<file path="config.mk">
export PLATFORM = sky130hd
export DESIGN_NAME = pt5_result_packer
export DESIGN_NICKNAME = d
export VERILOG_FILES = /design/src/rtl/pt5_pkg.sv /design/src/rtl/pt5_byte_accumulator.sv /design/src/rtl/pt5_result_packer.sv
export SDC_FILE = /design/constraint.sdc
export NUM_CORES = 1
export LEC_CHECK = 0
export CORE_MARGIN = 2
export CORE_UTILIZATION = 56
export DETAILED_ROUTE_END_ITERATION = 16
export PLACE_DENSITY_LB_ADDON = 0.05
export SLEW_MARGIN = 20
export SYNTH_ARGS = -nofsm -noshare
export SYNTH_HDL_FRONTEND = slang
export SYNTH_SLANG_ARGS = --single-unit
</file>
<file path="constraint.sdc">
create_clock -name clk -period 7.92 [get_ports clk]
set_clock_uncertainty 0.1 [all_clocks]
set_input_delay 1.188 -clock clk [delete_from_list [all_inputs] [get_ports clk]]
set_output_delay 1.188 -clock clk [all_outputs]
set_load 0.02 [all_outputs]
</file>
<file path="src/rtl/pt5_pkg.sv">
// Purpose: shared PT-5 trit encodings, packing geometry and FSM state type for the pack/unpack paths.
// Latency: n/a (types and constants only).
// Backpressure: n/a.
package pt5_pkg;

    // Trit wire encodings
    localparam logic [1:0] TRIT_ZERO = 2'b00;
    localparam logic [1:0] TRIT_POS  = 2'b01;
    localparam logic [1:0] TRIT_NEG  = 2'b10;
    localparam logic [1:0] TRIT_INV  = 2'b11;

    // Packing geometry
    localparam int TRITS_PER_BYTE = 5;
    localparam int BYTES_PER_WORD = 3;
    localparam int TRITS_PER_WORD = TRITS_PER_BYTE * BYTES_PER_WORD;

    // Positional weights of the base-3 byte code
    localparam logic [7:0] POW3 [TRITS_PER_BYTE] = '{8'd1, 8'd3, 8'd9, 8'd27, 8'd81};

    // Five encoded zeros (d=1 in every position): 1+3+9+27+81
    localparam logic [7:0] PAD_BYTE = 8'h79;

    typedef enum logic [1:0] {
        ST_IDLE   = 2'd0,
        ST_ACCEPT = 2'd1,
        ST_WRITE  = 2'd2,
        ST_DONE   = 2'd3
    } pt5_state_e;

endpackage

</file>
<file path="src/rtl/pt5_byte_accumulator.sv">
// Purpose: accumulates up to five trits into one PT-5 byte using a running sum and a 3^j weight register.
// Latency: byte_value is combinational and already includes the trit presented with add.
// Backpressure: none; the caller only asserts add on an accepted trit.
//
// Ports: clear  - restart an empty byte (priority over add)
//        add    - accept trit this cycle
//        trit   - 2-bit trit encoding
//        byte_full  - the trit being added is the fifth of the byte
//        byte_value - byte code including the trit being added, unfilled positions padded
module pt5_byte_accumulator
    import pt5_pkg::*;
(
    input  logic       clk,
    input  logic       reset,
    input  logic       clear,
    input  logic       add,
    input  logic [1:0] trit,
    output logic       byte_full,
    output logic [7:0] byte_value
);

    logic [2:0] trit_idx;
    logic [7:0] weight;
    logic [7:0] sum;
    logic [7:0] sum_nxt;

    // The sum starts at the all-padding value (every position d=1), so each
    // trit only adjusts its own position by (d-1)*3^j. A partially filled
    // byte therefore always reads back correctly padded, and an untouched
    // byte equals PAD_BYTE.
    always_comb begin
        sum_nxt = sum;
        case (trit)
            TRIT_POS:           sum_nxt = sum + weight;
            TRIT_NEG:           sum_nxt = sum - weight;
            TRIT_ZERO, TRIT_INV: sum_nxt = sum;
            default:            sum_nxt = sum;
        endcase
    end

    assign byte_full  = add && (trit_idx == 3'(TRITS_PER_BYTE - 1));
    assign byte_value = add ? sum_nxt : sum;

    always_ff @(posedge clk) begin
        if (reset || clear || byte_full) begin
            trit_idx <= '0;
            weight   <= POW3[0];
            sum      <= PAD_BYTE;
        end else if (add) begin
            trit_idx <= trit_idx + 3'd1;
            weight   <= weight + {weight[6:0], 1'b0};
            sum      <= sum_nxt;
        end
    end

endmodule

</file>
<file path="src/rtl/pt5_result_packer.sv">
// Purpose: packs a serial trit stream into PT-5 bytes, three bytes per word, and writes words to SRAM from base_addr upward.
// Latency: mem_we rises the cycle after the handshake that completes a word or carries s_last; done one cycle after the final write.
// Backpressure: s_ready is low outside ACCEPT; mem_we, mem_addr and mem_din hold until mem_ready.
//
// Ports: start/base_addr - begin a run at base_addr (IDLE only)
//        s_trit/s_valid/s_last/s_ready - trit stream
//        mem_addr/mem_din/mem_we/mem_ready - SRAM write port
//        busy/done/words_written/err_invalid - run status
module pt5_result_packer
    import pt5_pkg::*;
#(
    parameter int ADDR_WIDTH = 12,
    parameter int WORD_WIDTH = 24
) (
    input  logic                  clk,
    input  logic                  reset,
    input  logic                  start,
    input  logic [ADDR_WIDTH-1:0] base_addr,
    input  logic [1:0]            s_trit,
    input  logic                  s_valid,
    input  logic                  s_last,
    output logic                  s_ready,
    output logic [ADDR_WIDTH-1:0] mem_addr,
    output logic [WORD_WIDTH-1:0] mem_din,
    output logic                  mem_we,
    input  logic                  mem_ready,
    output logic                  busy,
    output logic                  done,
    output logic [ADDR_WIDTH:0]   words_written,
    output logic                  err_invalid
);

    if (WORD_WIDTH != 8 * BYTES_PER_WORD) begin : g_bad_word_width
        $error("pt5_result_packer: WORD_WIDTH must be 24");
    end

    localparam logic [WORD_WIDTH-1:0] PAD_WORD = {BYTES_PER_WORD{PAD_BYTE}};

    pt5_state_e            state_q, state_d;
    logic [ADDR_WIDTH-1:0] addr_q;
    logic [WORD_WIDTH-1:0] word_q;
    logic [1:0]            byte_idx_q;
    logic                  last_q;
    logic [ADDR_WIDTH:0]   words_q;
    logic                  err_q;

    logic       start_ok;
    logic       hs;
    logic       acc_clear;
    logic       acc_full;
    logic [7:0] acc_value;
    logic       word_end;
    logic       wr_fire;

    assign start_ok = (state_q == ST_IDLE) && start;
    assign hs       = (state_q == ST_ACCEPT) && s_valid;
    assign wr_fire  = (state_q == ST_WRITE) && mem_ready;
    // A word closes on the fifth trit of its third byte, or early on s_last.
    assign word_end = hs && (s_last || (acc_full && (byte_idx_q == 2'(BYTES_PER_WORD - 1))));
    // After s_last the byte is flushed, so the next run must start empty.
    assign acc_clear = start_ok || (hs && s_last);

    pt5_byte_accumulator u_acc (
        .clk        (clk),
        .reset      (reset),
        .clear      (acc_clear),
        .add        (hs),
        .trit       (s_trit),
        .byte_full  (acc_full),
        .byte_value (acc_value)
    );

    always_ff @(posedge clk) begin
        if (reset) begin
            state_q <= ST_IDLE;
        end else begin
            state_q <= state_d;
        end
    end

    always_comb begin
        state_d = state_q;
        s_ready = 1'b0;
        mem_we  = 1'b0;
        done    = 1'b0;
        busy    = 1'b1;
        case (state_q)
            ST_IDLE: begin
                busy = 1'b0;
                if (start) state_d = ST_ACCEPT;
            end
            ST_ACCEPT: begin
                s_ready = 1'b1;
                if (word_end) state_d = ST_WRITE;
            end
            ST_WRITE: begin
                mem_we = 1'b1;
                if (mem_ready) state_d = last_q ? ST_DONE : ST_ACCEPT;
            end
            ST_DONE: begin
                done    = 1'b1;
                state_d = ST_IDLE;
            end
            default: state_d = ST_IDLE;
        endcase
    end

    always_ff @(posedge clk) begin
        if (reset) begin
            addr_q     <= '0;
            word_q     <= '0;
            byte_idx_q <= '0;
            last_q     <= 1'b0;
            words_q    <= '0;
            err_q      <= 1'b0;
        end else begin
            if (start_ok) begin
                addr_q     <= base_addr;
                word_q     <= PAD_WORD;
                byte_idx_q <= '0;
                last_q     <= 1'b0;
                words_q    <= '0;
                err_q      <= 1'b0;
            end
            if (hs) begin
                if (s_trit == TRIT_INV) err_q <= 1'b1;
                // Slot the byte when it is complete or flushed by s_last;
                // untouched slots keep PAD_BYTE from the word preset.
                if (acc_full || s_last) begin
                    word_q[{byte_idx_q, 3'b000} +: 8] <= acc_value;
                    byte_idx_q <= byte_idx_q + 2'd1;
                end
                if (word_end) last_q <= s_last;
            end
            if (wr_fire) begin
                words_q <= words_q + 1'b1;
                if (!last_q) begin
                    addr_q     <= addr_q + 1'b1;
                    word_q     <= PAD_WORD;
                    byte_idx_q <= '0;
                end
            end
        end
    end

    assign mem_addr      = addr_q;
    assign mem_din       = word_q;
    assign words_written = words_q;
    assign err_invalid   = err_q;

endmodule
</file>
==> impl_metrics.py, run 1 <==
metrics = {
    "timing": {
        "fin_crit_ps": 4020,
        "setup_viol": 0,
        "max_slew_margin_pct": 41.0,
        "fmax_ghz": 0.249,
        "layout_worst_path_cycle_share_pct": 50.8,
        "finalSetupTns_ps": 0,
        "finalHoldViolCount": 0,
        "tightestPinTransition_ps": 882,
        "drv_slew": 0,
        "rsz0062_at_grt": "no",
    },
    "placement": {
        "port_buffers": 73,
        "placed_cell_area_mm2": 0.00465,
        "hpwlAfterDp_mm": 6.67,
        "place.gp.congestion": 0.889,
    },
    "layout": {
        "drive_above_1_share_pct": 4.32,
        "area_growth_pct": 24.0,
        "fill_cells": 563,
        "fin_nets": 595,
        "design_area_mm2": 0.00483,
        "layout_common_cells": "dfxtp_1 (73), clkdlybuf4s50_1 (73), nor2_1 (57), a21oi_1 (49), nand2_1 (48)",
        "post-route-util_pct": 71.4,
        "diodes": 0,
    },
    "power": {
        "ir_worst_vdd_v": 0.000101,
        "finalPower_w": 0.000819,
        "leakagePower_nw": 1.88,
        "p_per_area_mw_per_mm2": 170,
    },
    "global_routing": {
        "first_global_vias": 3347,
        "grt_usage_pct": 25.4,
        "grt_antenna_before_repair": 0,
        "grt_pass1_wl_mm": 15.6,
        "grt_overflow": 0,
        "grt_max_degree": 52,
    },
    "clock_network": {
        "postCtsSetupBuffers": 0,
        "ctsHoldBuffers": 0,
        "htreeDepth": 3,
        "clk_path_buf_depth": 2,
        "cts_buffers": 9,
        "clock-sinks": 73,
        "cts_root_buffer": "clkbuf_8",
        "tritoncts": "built",
        "clk_pin_slew_ps": 70,
        "post_cts_resized": 0,
        "clkLatencyLatePin_ps": 340,
    },
    "synth": {
        "netlist_instances": 488,
        "netlist_area_mm2": 0.00389,
        "synth_nets": 532,
        "yosys_warnings": 0,
        "synthFlopType": "dfxtp_1",
        "synth_area_per_cell_um2": 7.98,
        "yosysUniqueCellTypes": 44,
        "ys_ff_latch": 73,
        "synth_edf_count": 0,
        "ys_seq_area_share_pct": 37.5,
        "synthArstFlopShare_pct": 0,
    },
    "detailed_routing": {
        "ant_nets": 0,
        "vias": 3790,
        "first_pass_iters": 5,
        "routed_via_density": 5.97,
        "drtIter0Drc": 185,
        "wl_per_cell_um": 15.3,
        "drcViolationCount": 0,
        "routed_wl_mm": 9.70,
    },
    "die": {
        "start_util_pct": 57.6,
        "ios": 74,
        "die_y_um": 87.4,
        "die_x_um": 87.4,
        "core_region_area_mm2": 0.00676,
        "rows": 30,
        "die-area_mm2": 0.00764,
    },
    "worst_setup_path": {
        "reg2reg_from": "u_acc.weight[1]",
        "path_class": "input pin to flip-flop",
        "worstPathRequired_ps": 8060,
        "arrival_ps": 4170,
        "start_kind": "input pin",
        "cp_max_fo": 7,
        "endpoint": "mem_din[6]",
        "rrSetupSlack_ps": 5200,
        "r2r-end": "mem_din[6]",
        "end_kind": "flip-flop",
        "ff2ff_path_depth": 8,
        "cp-startpoint": "s_trit[0]",
    },
    "flow_run": {
        "drv_cap": 0,
    },
    "status": {
        "outcome": "completed",
    },
    "worst_hold_path": {
        "hold_path.class": "flip-flop to flip-flop",
        "min-delay-start": "u_acc.trit_idx[1]",
    },
}
## cell families (layout without fill, tap and decap cells)
| kind of cell | Yosys count | after routing | share of synthesized area [%] |
|---|---|---|---|
| flip-flops | 73 | 73 | 37.5 |
| adder cells (fa/ha/maj) | 24 | 24 | 8.10 |
| AND/OR/NAND/NOR | 188 | 188 | 23.1 |
| AO/OA/AOI/OAI | 145 | 145 | 22.4 |
| multiplexers | 3 | 3 | 0.803 |
| XOR/XNOR | 20 | 20 | 4.50 |
| buffers and inverters | 35 | 102 | 3.57 |
## layer usage
metal  GRT usage [%]  up-vias  part of all wire, %
li1                -     1879                    -
met1            34.9     1752                   47
met2            41.0      146                   47
met3            4.74       13                  5.8
met4            6.99        0                 0.96
met5               0        -                    0
## cell usage after synthesis, types with 2 or more instances
master | count | share of area, %
nand3_1 | 15 | 1.9
a21o_1 | 7 | 1.3
xor2_1 | 14 | 3.1
mux2i_1 | 2 | 0.51
a21oi_1 | 49 | 6.3
nand4_1 | 6 | 0.96
o211ai_1 | 3 | 0.58
dfxtp_1 | 73 | 38
or2_2 | 6 | 0.96
ha_1 | 22 | 7.1
a21boi_0 | 2 | 0.39
and3b_1 | 2 | 0.45
and2_1 | 7 | 1.1
nand2b_1 | 4 | 0.64
fa_1 | 2 | 1.0
and3_1 | 12 | 1.9
nor3_1 | 10 | 1.3
inv_1 | 11 | 1.1
buf_2 | 6 | 0.77
a211oi_1 | 2 | 0.39
clkbuf_1 | 17 | 1.6
nor2_1 | 57 | 5.5
or4_1 | 4 | 0.77
a32oi_1 | 7 | 1.6
a221oi_1 | 5 | 1.1
nand2_1 | 48 | 4.6
xnor2_1 | 6 | 1.3
nor2b_1 | 7 | 1.1
o311ai_0 | 2 | 0.45
a31o_2 | 2 | 0.45
a31oi_1 | 14 | 2.2
nand3b_1 | 4 | 0.77
a22oi_1 | 5 | 0.96
o21ai_0 | 41 | 5.3
or3_1 | 5 | 0.80
## worst min path at each step
stage                     cells past startpoint           endpoint  slack, ps
after floorplan                               2  u_acc.trit_idx[1]        350
after detailed placement                      2  u_acc.trit_idx[1]        370
after global placement                        2  u_acc.trit_idx[1]        360
final                                         2  u_acc.trit_idx[1]        380
after global routing                          2  u_acc.trit_idx[1]        400
after CTS                                     2  u_acc.trit_idx[1]        380
## worst max-delay path: stages
cell	delay, ps
clkdlybuf4s50_1	480
inv_1	50
ha_1	320
xor2_1	220
fa_1	430
a21o_1	190
a221oi_1	330
xor2_1	110
o21ai_0	450
a21oi_1	130
a311oi_1	280
## final cells by class
type                            instances  area (um^2)  area share (%)
Tap cell                               80          100            2.07
Clock buffer                           12          135            2.80
Multi-Input combinational cell        380         2290            47.5
Sequential cell                        73         1460            30.3
Clock inverter                          3         42.5           0.881
Timing Repair Buffer                   76          753            15.6
Inverter                               11         41.3           0.855
## sequential cells by signal, summed over array words and instances, names as in the netlist
register	flops
byte_idx_q	2
err_invalid	1
u_acc.weight	7
mem_din	24
last_q	1
u_acc.sum	8
state_q	2
words_written	13
mem_addr	12
u_acc.trit_idx	3
## stage by stage
step	hold slack (ps)	std cells	setup slack [ps]
final	381	635	3900
after global routing	396	635	3690
after CTS	381	635	3950
after detailed placement	371	620	3600
after global placement	359	620	3700
after floorplan	353	488	4480
## power by group
group | internal, W | switching (W)
combinational | 0.0000640 | 0.0000812
sequential | 0.000382 | 0.0000128
clock | 0.000144 | 0.000135
total | 0.000590 | 0.000229
(Power assumes the default switching activity.)
==> run 2: changes to the inputs <==
Settings changed: CORE_UTILIZATION 56 to 52.
Clock period 7.92 ns to 4.1 ns, I/O delays scaled along.
==> impl_metrics.py, run 2 (synthesis gave the netlist of run 1 again) <==
metrics = {
    "status": {
        "outcome": "completed",
    },
    "detailed_routing": {
        "ant_nets": 0,
        "vias": 3815,
        "drtIter0Drc": 172,
        "first_pass_iters": 4,
        "routed_via_density": 5.82,
        "drcViolationCount": 0,
        "wl_per_cell_um": 15.5,
        "routed_wl_mm": 10.2,
    },
    "clock_network": {
        "ctsHoldBuffers": 0,
        "tritoncts": "built",
        "htreeDepth": 3,
        "clk_pin_slew_ps": 80,
        "post_cts_resized": 0,
        "postCtsSetupBuffers": 0,
        "cts_root_buffer": "clkbuf_8",
        "clk_path_buf_depth": 2,
        "clkLatencyLatePin_ps": 350,
        "clock-sinks": 73,
        "cts_buffers": 9,
    },
    "die": {
        "rows": 31,
        "die_x_um": 90.5,
        "die-area_mm2": 0.00820,
        "ios": 74,
        "die_y_um": 90.5,
        "core_region_area_mm2": 0.00725,
        "start_util_pct": 53.7,
    },
    "placement": {
        "post-place-ws_ps": 387,
        "place.gp.congestion": 0.860,
        "dp.cells": 640,
        "hpwlAfterDp_mm": 7.23,
        "port_buffers": 73,
    },
    "power": {
        "finalPower_w": 0.00169,
        "ir_worst_vdd_v": 0.000203,
        "p_per_area_mw_per_mm2": 345,
        "leakagePower_nw": 1.91,
    },
    "timing": {
        "setup_viol": 0,
        "max_slew_margin_pct": 35.8,
        "setup_slack_ps": 764,
        "finalHoldViolCount": 0,
        "fin_crit_ps": 3340,
        "tightestPinTransition_ps": 963,
        "layout_worst_path_cycle_share_pct": 81.4,
        "drv_slew": 0,
        "rsz0062_at_grt": "no",
        "fmax_ghz": 0.300,
        "finalSetupTns_ps": 0,
    },
    "worst_setup_path": {
        "arrival_ps": 3480,
        "r2r-end": "mem_din[6]",
        "cpPeakStageDelay_ps": 480,
        "crit_path_top_delay_cell": "clkdlybuf4s50_1",
        "cpMostUsedCell": "xor2_1",
        "end_kind": "flip-flop",
        "reg2reg_from": "u_acc.weight[1]",
        "ff2ff_path_depth": 8,
        "cp_max_fo": 7,
        "critical-path-top-delay-family": "compound AO/OA/AOI/OAI gates",
        "path_cells": "clkdlybuf4s50_1 > inv_1 > ha_1 > xor2_1 > fa_1 > a21o_1 > a221oi_1 > xor2_1 > o21ai_0 > a21oi_1 > a311oi_1",
        "worstPathRequired_ps": 4250,
        "rrSetupSlack_ps": 1460,
        "start_kind": "input pin",
        "path_class": "input pin to flip-flop",
        "critPathBufInv": 2,
    },
    "global_routing": {
        "grt_overflow": 0,
        "grt_antenna_before_repair": 0,
        "grt_pass1_wl_mm": 16.8,
        "grt_usage_pct": 24.9,
        "first_global_vias": 3532,
        "grt_max_degree": 52,
    },
    "layout": {
        "largest_reg_flops": 24,
        "diodes": 0,
        "layout_common_cells": "dfxtp_1 (73), clkdlybuf4s50_1 (72), nor2_1 (57), a21oi_1 (49), nand2_1 (48)",
        "layout_commonest_cell": "dfxtp_1",
        "fin_nets": 596,
        "post-route-util_pct": 67.6,
        "area_growth_pct": 26.0,
        "drive_above_1_share_pct": 5.39,
        "stdcell_count": 656,
    },
    "worst_hold_path": {
        "hold_path_end": "u_acc.trit_idx[1]",
        "hold_depth": 2,
        "min-delay-start": "u_acc.trit_idx[1]",
        "hold_path.class": "flip-flop to flip-flop",
    },
    "flow_run": {
        "drv_cap": 0,
    },
}
## run 2: cell count changes in the layout (fill, tap and decap cells not counted)
| cell | previous run | this run |
|---|---|---|
| buf_2 | 0 | 1 |
| bufinv_16 | 1 | 2 |
| clkdlybuf4s50_1 | 73 | 72 |
| clkbuf_1 | 3 | 0 |
| buf_4 | 3 | 4 |
| clkbuf_8 | 9 | 10 |
| clkinv_4 | 0 | 3 |
| clkinvlp_4 | 1 | 0 |
## run 2: metrics by stage
step	hold slack, ps	instance area [um^2]
after CTS	387	4900
after detailed placement	378	4680
after global routing	410	4900
final	386	4900
after floorplan	353	3890
after global placement	362	4680
## run 2: worst max-delay path by stage
stage | from | endpoint | depth (start not counted)
after detailed placement | s_trit[0] | mem_din[6] | 11
after global routing | s_trit[0] | mem_din[6] | 11
after CTS | s_trit[0] | mem_din[6] | 11
after floorplan | s_trit[0] | mem_din[6] | 11
final | s_trit[0] | mem_din[6] | 11
after global placement | s_trit[0] | mem_din[6] | 11
## run 2: power by group
group	internal, W	leakage [nW]	switching (W)
sequential	0.000738	0.595	0.0000255
combinational	0.000124	1.20	0.000158
clock	0.000361	0.116	0.000283
## run 2: area by class of cell
cell class                      count  area (um^2)
Sequential cell                    73         1460
Timing Repair Buffer               77          756
Fill cell                         642         2350
Clock inverter                      6         91.3
Inverter                           11         41.3
Clock buffer                       10          138
Tap cell                           99          124
Multi-Input combinational cell    380         2290
## run 2: routing by layer
metal	global-route usage, %	vias up	wire [um]
met4	10.3	0	202
met5	0	-	0
met3	4.01	19	491
li1	-	1884	-
met1	32.6	1796	4660
met2	40.9	116	4830
## run 2: worst register-to-register path: cells and delay by family, from the launching register on
kind / cells / cell delay [ps]
xor gates and xnor gates: 2 / 260
adders and majority gates: 1 / 430
AOI/OAI and AO/OA: 5 / 1260
DFF: 1 / 480
